==> src/rtl/rr_sel_sequencer_if.sv <==
// Handshake bundle between a request/consume source and the round-robin
// select sequencer that steers a downstream 4:1 mux.
interface rr_sel_sequencer_if;
  logic [3:0] req;
  logic       done;
  logic [1:0] sel;
  logic       valid;
  logic [3:0] grant;
  logic       timeout;

  modport master (
    output req,
    output done,
    input  sel,
    input  valid,
    input  grant,
    input  timeout
  );

  modport slave (
    input  req,
    input  done,
    output sel,
    output valid,
    output grant,
    output timeout
  );
endinterface

==> src/rtl/rr_sel_sequencer.sv <==
// Round-robin select sequencer: picks one requesting channel at a time for
// a downstream 4:1 mux, holds it for at most DWELL cycles, and always
// inserts one idle gap cycle between consecutive grants.
module rr_sel_sequencer #(
  parameter int DWELL = 4
) (
  input logic             clk,
  input logic             rst_n,
  rr_sel_sequencer_if.slave bus
);

  localparam int CW = $clog2(DWELL);

  typedef enum logic [1:0] {
    IDLE,
    GRANT,
    GAP
  } state_t;

  state_t        state;
  logic [1:0]    ptr;
  logic [1:0]    sel_q;
  logic [1:0]    win;
  logic [CW-1:0] cnt;
  logic          valid_q;
  logic          timeout_q;
  logic [3:0]    grant_q;
  logic          at_limit;
  logic          still_req;
  logic          exit_grant;

  // Search starting just after the last winner; scanning from the far end
  // lets the nearest set bit overwrite the others.
  always_comb begin
    win = ptr;
    for (int k = 4; k >= 1; k--) begin
      if (bus.req[2'(ptr + 2'(k))]) begin
        win = 2'(ptr + 2'(k));
      end
    end
  end

  assign at_limit   = (cnt == CW'(DWELL - 1));
  assign still_req  = bus.req[sel_q];
  assign exit_grant = bus.done | ~still_req | at_limit;

  // Grant sequencer: all outputs are registered alongside the state.
  always_ff @(posedge clk or negedge rst_n) begin
    if (!rst_n) begin
      state     <= IDLE;
      ptr       <= 2'b11;
      sel_q     <= 2'b00;
      cnt       <= '0;
      valid_q   <= 1'b0;
      grant_q   <= 4'b0000;
      timeout_q <= 1'b0;
    end else begin
      case (state)
        IDLE, GAP: begin
          timeout_q <= 1'b0;
          if (|bus.req) begin
            state   <= GRANT;
            sel_q   <= win;
            ptr     <= win;
            cnt     <= '0;
            valid_q <= 1'b1;
            grant_q <= 4'b0001 << win;
          end else begin
            state   <= IDLE;
            valid_q <= 1'b0;
            grant_q <= 4'b0000;
          end
        end
        GRANT: begin
          if (exit_grant) begin
            state     <= GAP;
            valid_q   <= 1'b0;
            grant_q   <= 4'b0000;
            timeout_q <= at_limit & ~bus.done & still_req;
          end else begin
            cnt       <= cnt + CW'(1);
            timeout_q <= 1'b0;
          end
        end
        default: begin
          state     <= IDLE;
          valid_q   <= 1'b0;
          grant_q   <= 4'b0000;
          timeout_q <= 1'b0;
        end
      endcase
    end
  end

  assign bus.sel     = sel_q;
  assign bus.valid   = valid_q;
  assign bus.grant   = grant_q;
  assign bus.timeout = timeout_q;

endmodule

==> src/flat_wrapper.sv <==
// flat-port wrapper written by rule: the top's interface ports become plain ports
module rr_sel_sequencer_flat 
#(
  parameter int DWELL = 4
)
  (clk, rst_n, bus_req, bus_done, bus_sel, bus_valid, bus_grant, bus_timeout);
  rr_sel_sequencer_if bus_i ();
  input logic clk;
  input logic rst_n;
  input wire logic [$bits(bus_i.req)-1:0] bus_req;
  input wire logic [$bits(bus_i.done)-1:0] bus_done;
  output wire logic [$bits(bus_i.sel)-1:0] bus_sel;
  output wire logic [$bits(bus_i.valid)-1:0] bus_valid;
  output wire logic [$bits(bus_i.grant)-1:0] bus_grant;
  output wire logic [$bits(bus_i.timeout)-1:0] bus_timeout;
  assign bus_i.req = bus_req;
  assign bus_i.done = bus_done;
  assign bus_sel = bus_i.sel;
  assign bus_valid = bus_i.valid;
  assign bus_grant = bus_i.grant;
  assign bus_timeout = bus_i.timeout;
  rr_sel_sequencer #(.DWELL(DWELL)) u_core (.clk(clk), .rst_n(rst_n), .bus(bus_i));
endmodule
==> config.mk <==
export PLATFORM = sky130hd
export DESIGN_NAME = rr_sel_sequencer_flat
export DESIGN_NICKNAME = d
export VERILOG_FILES = /design/src/rtl/rr_sel_sequencer_if.sv /design/src/rtl/rr_sel_sequencer.sv /design/src/flat_wrapper.sv
export SDC_FILE = /design/constraint.sdc
export NUM_CORES = 1
export LEC_CHECK = 0
export CORE_ASPECT_RATIO = 1.1
export CORE_MARGIN = 5
export CORE_UTILIZATION = 36
export DETAILED_ROUTE_END_ITERATION = 6
export SYNTH_ARGS = -nofsm -noshare
export SYNTH_HDL_FRONTEND = slang
export SYNTH_SLANG_ARGS = --single-unit
==> constraint.sdc <==
create_clock -name clk -period 1.6 [get_ports clk]
set_clock_uncertainty 0.15 [all_clocks]
set_input_delay 0.32 -clock clk [delete_from_list [all_inputs] [get_ports clk]]
set_output_delay 0.32 -clock clk [all_outputs]
set_load 0.005 [all_outputs]
---- After elaboration in Yosys (flattened, before gate mapping) ----
Index checks and enable logic that the tools add are counted.
storage, ports and cells
  register bits ........................... 14
  input bits .............................. 7
  output and inout bits ................... 8
  word-level logic and storage cells ...... 59
cells by class
  add/subtract/negate cells ............... 4
  order comparisons ....................... 4
  eq/ne operators ......................... 6
  shift operators ......................... 1
  multiplexer cells ....................... 25
  bitwise operators ....................... 6
  reductions and logical operators ........ 6
operators with widths
  kind                                                                           number
  2-bit by 3-bit less-than comparator with 1-bit output (second input constant)  4
  2-bit two-way mux                                                              6
  1-bit two-way mux                                                              9
  1-bit binary-select mux with 2-bit select                                      4
  4-bit two-way mux                                                              2
  2-bit one-hot mux with 2 select lines                                          2
  4-bit one-hot mux with 2 select lines                                          1
  2-bit by 1-bit adder with 2-bit output (second input constant)                 2
  2-bit adder (second input constant)                                            2
  2-bit equality test (second input constant)                                    2
  2-bit by 1-bit != test with 1-bit output (second input constant)               2
  4-bit OR reduction                                                             1
  1-bit by 2-bit left shift with 4-bit output (first input constant)             1
  3-bit AND reduction                                                            1
  1-bit bitwise AND                                                              2
  2-bit by 1-bit equality test with 1-bit output (second input constant)         1
  2-bit logical NOT                                                              1
  2-bit != test (second input constant)                                          1
  1-bit NOT                                                                      2
  1-bit bitwise OR                                                               2
  1-bit one-hot mux with 2 select lines                                          1
  2-bit AND reduction                                                            1
  2-bit nonzero test                                                             1
  2-bit OR reduction                                                             1

---- Logic depth before layout (Yosys ltp) ----
  word-level depth ........................ 9
  depth in mapped cells ................... 4
  depth with buffers taken out ............ 4

---- Worst setup path before layout ----
OpenSTA, ideal clock, no wires.
  kind .................................... reg2reg
  start ................................... register u_core.ptr[0]
  end ..................................... register u_core.grant_q[1] (netlist: u_core.bus.grant[1])
  library setup time ...................... 0.121 ns
  data arrival time ....................... 1.288 ns
  data required time ...................... 1.329 ns
  setup slack ............................. 0.041 ns
  stages on the path, launching flop included .. 5
  buffers on the path ..................... 0
  period minus slack after synthesis ...... 1.559 ns
  path through ............................ dfstp_2 nand2b_1 o21ai_1 a221o_1 a32o_2
between the ends
  word-level cells in the longest chain between the ends .. 9
  elaborated cells on any way between the ends .. 15
  those cells by class .................... add/sub: 3; shift: 1; mux: 11
ends and longest elaborated chain
  what                                             RTL line                                        RTL
  from (decl)                                      rr_sel_sequencer.sv:21                          logic [1:0] ptr;
  from (signal assigned)                           rr_sel_sequencer.sv:64                          ptr <= win;
  2-bit adder                                      rr_sel_sequencer.sv:37, rr_sel_sequencer.sv:38
  1-bit binary-select mux with 2-bit select        rr_sel_sequencer.sv:37                          if (bus.req[2'(ptr + 2'(k))]) begin
  1-bit two-way mux (not written as such)          rr_sel_sequencer.sv:37
  2-bit two-way mux (2 in a row)                   rr_sel_sequencer.sv:37
  2-bit two-way mux (*)                            rr_sel_sequencer.sv:37
  1-bit by 2-bit left shift with 4-bit output (*)  rr_sel_sequencer.sv:67                          grant_q <= 4'b0001 << win;
  4-bit two-way mux (*)                            rr_sel_sequencer.sv:61                          if (|bus.req) begin
  4-bit one-hot mux with 2 select lines (*)        rr_sel_sequencer.sv:58                          case (state)
  to (signal assigned)                             rr_sel_sequencer.sv:67
  to (decl)                                        rr_sel_sequencer.sv:27                          logic [3:0] grant_q;
Mark *: on every way between the ends. The rest lies on a longest branch, timed or not. The select of a mux whose other input is x is not followed.
A chain may end at the register's enable or synchronous reset.

---- Worst setup path in the final report ----
  start ................................... register u_core.sel_q[1] (netlist: u_core.bus.sel[1])
  end ..................................... register u_core.grant_q[1] (netlist: u_core.bus.grant[1])
between the ends
  word-level cells in the longest chain between the ends .. 6
ends and longest elaborated chain
  what                                                RTL line                RTL
  from (decl)                                         rr_sel_sequencer.sv:22  logic [1:0] sel_q;
  from (signal assigned)                              rr_sel_sequencer.sv:63  sel_q <= win;
  1-bit binary-select mux with 2-bit select           rr_sel_sequencer.sv:44  assign still_req = bus.req[sel_q];
  1-bit two-way mux (not written as such)             rr_sel_sequencer.sv:44
  1-bit NOT                                           rr_sel_sequencer.sv:45  assign exit_grant = bus.done | ~still_req | at_limit;
  1-bit bitwise OR (2 in a row)                       rr_sel_sequencer.sv:45
  2-bit by 1-bit != test with 1-bit output (no line)  n/a
No other way between the ends. The select of a mux whose other input is x is not followed.

==> flow_summary.json <==
{
  "ff2ff_path_depth": 5,
  "grt_pass1_wl_mm": 2.72,
  "die-area_mm2": 0.00293,
  "cp-end-kind": "flip-flop",
  "filler_cell_count": 164,
  "max_freq_ghz": 0.621,
  "design_area_mm2": 0.00101,
  "firstDrtPassIters": 4,
  "rsz0062_at_grt": "yes",
  "synth_cell_types": 29,
  "synth-async-reset-ratio_pct": 100,
  "status": "finished with violations",
  "synthAdderAreaFrac_pct": 1.79,
  "setup_violations": 1,
  "clk_pin_slew_ns": 0.08,
  "drtIter0Drc": 9,
  "num_rows": 16,
  "synth_top_area_share_pct": 42.9,
  "violations": "setup timing",
  "synth_nets": 69,
  "worst_setup_path_endpoint": "u_core.bus.grant[1]",
  "cts_buffers": 3,
  "synth_cells": 61,
  "crit_path_start": "u_core.bus.sel[1]",
  "yosysMostFrequentCell": "dfrtp_1",
  "finalHoldViolCount": 0,
  "worst-setup-path-type": "flip-flop to flip-flop",
  "grt_pass1_vias": 618,
  "vias_per_cell": 4.88,
  "worst_ir_drop_vdd_v": 0.000922,
  "synth-edff-count": 0,
  "netlist_area_um2": 699,
  "start_kind": "flip-flop",
  "antenna_found_initial": 0,
  "syn2layout_area_growth_pct": 45.1,
  "p_leak_nw": 0.533,
  "wl_per_cell_um": 12.6,
  "gp_congestion": 0.716,
  "worst_slew_pin_slew_ns": 0.342,
  "htreeDepth": 1,
  "antenna_left": 0,
  "cts_tree": "done",
  "dp_slack_ns": -0.342,
  "io_buffers": 14,
  "synthFlopType": "dfrtp_1",
  "arrival_ns": 1.63,
  "start_util_pct": 38.4,
  "r2r_end": "u_core.bus.grant[1]",
  "yosys-top-cells-count": "dfrtp_1, nor2_1, a21o_1, nand2_1, nand2b_1",
  "drc_errors": 0,
  "netlist_top_cells_area": "dfrtp_1, dfstp_2, a21o_1, nor2_1, nand2b_1",
  "place_area_um2": 926,
  "synth_simple_gate_area_share_pct": 16.1,
  "reg2reg_from": "u_core.bus.sel[1]",
  "grt_overflow": 0,
  "die_x_um": 52.0,
  "synth_top_family_by_area": "compound AO/OA/AOI/OAI gates",
  "num-nets-final": 100,
  "cpPeakStageDelay_ns": 0.40,
  "cts_root_buf": "clkbuf_4",
  "core-area_mm2": 0.00182,
  "r2r_slack_ns": -0.01,
  "cts_sinks": 14,
  "post-route-period-util_pct": 101,
  "postCtsHoldBufs": 0,
  "synth.yosys.seq_area_share_pct": 50.4,
  "io_pins": 15,
  "worstSkewPairLatency_ns": 0.28,
  "die_y_um": 56.2,
  "cp_cell_sequence": "buf_6 > mux2_4 > a22oi_4 > nor3_4 > a32o_2",
  "grt_max_degree": 9,
  "p_per_area_mw_per_mm2": 1760,
  "antennaDiodeCount": 0,
  "track_usage_pct": 12.6,
  "wl_mm": 1.49,
  "cp_max_fo": 8,
  "synth_xor_area_share_pct": 0,
  "crit_required_ns": 1.62,
  "synth-compound-area-share_pct": 25.9,
  "synth.area.mux_share_pct": 5.19,
  "drv_cap": 0,
  "synth_seq_cells": 14,
  "relSlewSlack_pct": 77.1,
  "hp-class": "input port to asynchronous set/reset pin",
  "synth.avg_cell_area_um2": 11.5,
  "hpwlAfterDp_mm": 1.09,
  "drive_gt1_share_pct": 31.9,
  "synth_top_cell_by_area": "dfrtp_1",
  "yosys_warnings": 0,
  "setup_ws_ns": -0.0106,
  "slew_violations": 0,
  "vias": 576,
  "cts_buffer_depth": 2,
  "slowest_stage": "dfrtp_1",
  "fin_crit_ns": 1.61
}
state kept, by name, indices dropped and copies added (netlist names):
name                flops
u_core.ptr              2
u_core.cnt              2
u_core.bus.sel          2
u_core.bus.valid        1
u_core.state            2
u_core.bus.grant        4
u_core.bus.timeout      1
cell usage in the layout (no fill, tap or decap), types with 2 or more instances in the layout:
cell type	count
nor2_1	7
a21o_1	4
dlymetal6s2s_1	2
buf_4	11
clkdlybuf4s50_1	3
a22o_1	2
nand2b_1	3
dfrtp_1	12
a21oi_2	2
dfstp_2	2
nand2_1	4
dlygate4sd2_1	9
a21oi_1	2
clkbuf_4	3
power by group:
part | internal, W | total [W] | switching, W
Combinational | 0.000516 | 0.000903 | 0.000387
Clock | 0.000138 | 0.000252 | 0.000114
Sequential | 0.000522 | 0.000631 | 0.000110
Total | 0.00118 | 0.00179 | 0.000610
cells by family (layout without fill, tap and decap cells):
family	count (synthesis)	in the layout
DFF	14	14
buffers and inverters	1	31
adders and majority gates	1	1
and+or+nand+nor	21	21
AOI/OAI and AO/OA	21	21
muxes	3	3
layer usage:
layer | track usage [%] | share of wire [%] | vias up
met4 | 7.87 | 1.5 | 0
met5 | 0 | 0 | -
met3 | 4.02 | 5.0 | 2
met2 | 18.1 | 47 | 12
li1 | - | - | 285
met1 | 15.8 | 47 | 277
per-stage QoR:
stage	instances	setup TNS, ns	hold WS, ns	power, W	util [%]
6_report	118	-0.0106	0.136	0.00179	55.7
5_1_grt	118	-0.331	0.143	0.00193	55.7
4_1_cts	116	-0.0473	0.138	0.00176	54.1
3_5_place_dp	109	-3.66	0.319	0.00148	50.8
3_3_place_gp	109	-3.43	0.317	0.00148	50.8
2_1_floorplan	61	0	-0.126	0.00109	-
worst max-delay path: cells and delay by family, from the launching register on:
kind	cells	cell delay [ns]
and+or+nand+nor	1	0.09
DFF	1	0.40
buffers and inverters	1	0.13
AOI/OAI and AO/OA	2	0.43
muxes	1	0.30
timing repair:
action                                  4_1_cts  5_1_grt
gates resized for setup                      12        4
endpoints found under the hold margin         0        0
buffers inserted                              3        2
pin swaps                                     2        2
gates cloned                                  0        0
endpoints found under the setup margin       14       11
worst min path at each step:
stage | from | endpoint | slack (ns) | cells past startpoint
finish | rst_n | u_core.bus.grant[0] | 0.14 | 1
global route | rst_n | u_core.bus.grant[0] | 0.14 | 1
CTS | rst_n | u_core.bus.grant[0] | 0.14 | 1
detailed placement | u_core.bus.valid | u_core.bus.valid | 0.32 | 1
global placement | u_core.bus.valid | u_core.bus.valid | 0.32 | 1
floorplan | rst_n | u_core.bus.grant[0] | -0.13 | 0
layout make-up:
class / instances / area [um2] / area share [%]
clock buffers: 4 / 36.3 / 3.58
inverters: 1 / 3.75 / 0.370
multi-input cells: 46 / 360 / 35.5
flip-flops and latches: 14 / 353 / 34.8
well taps: 27 / 33.8 / 3.33
repair buffers: 26 / 228 / 22.4
Power figures use the tool's default switching activity.
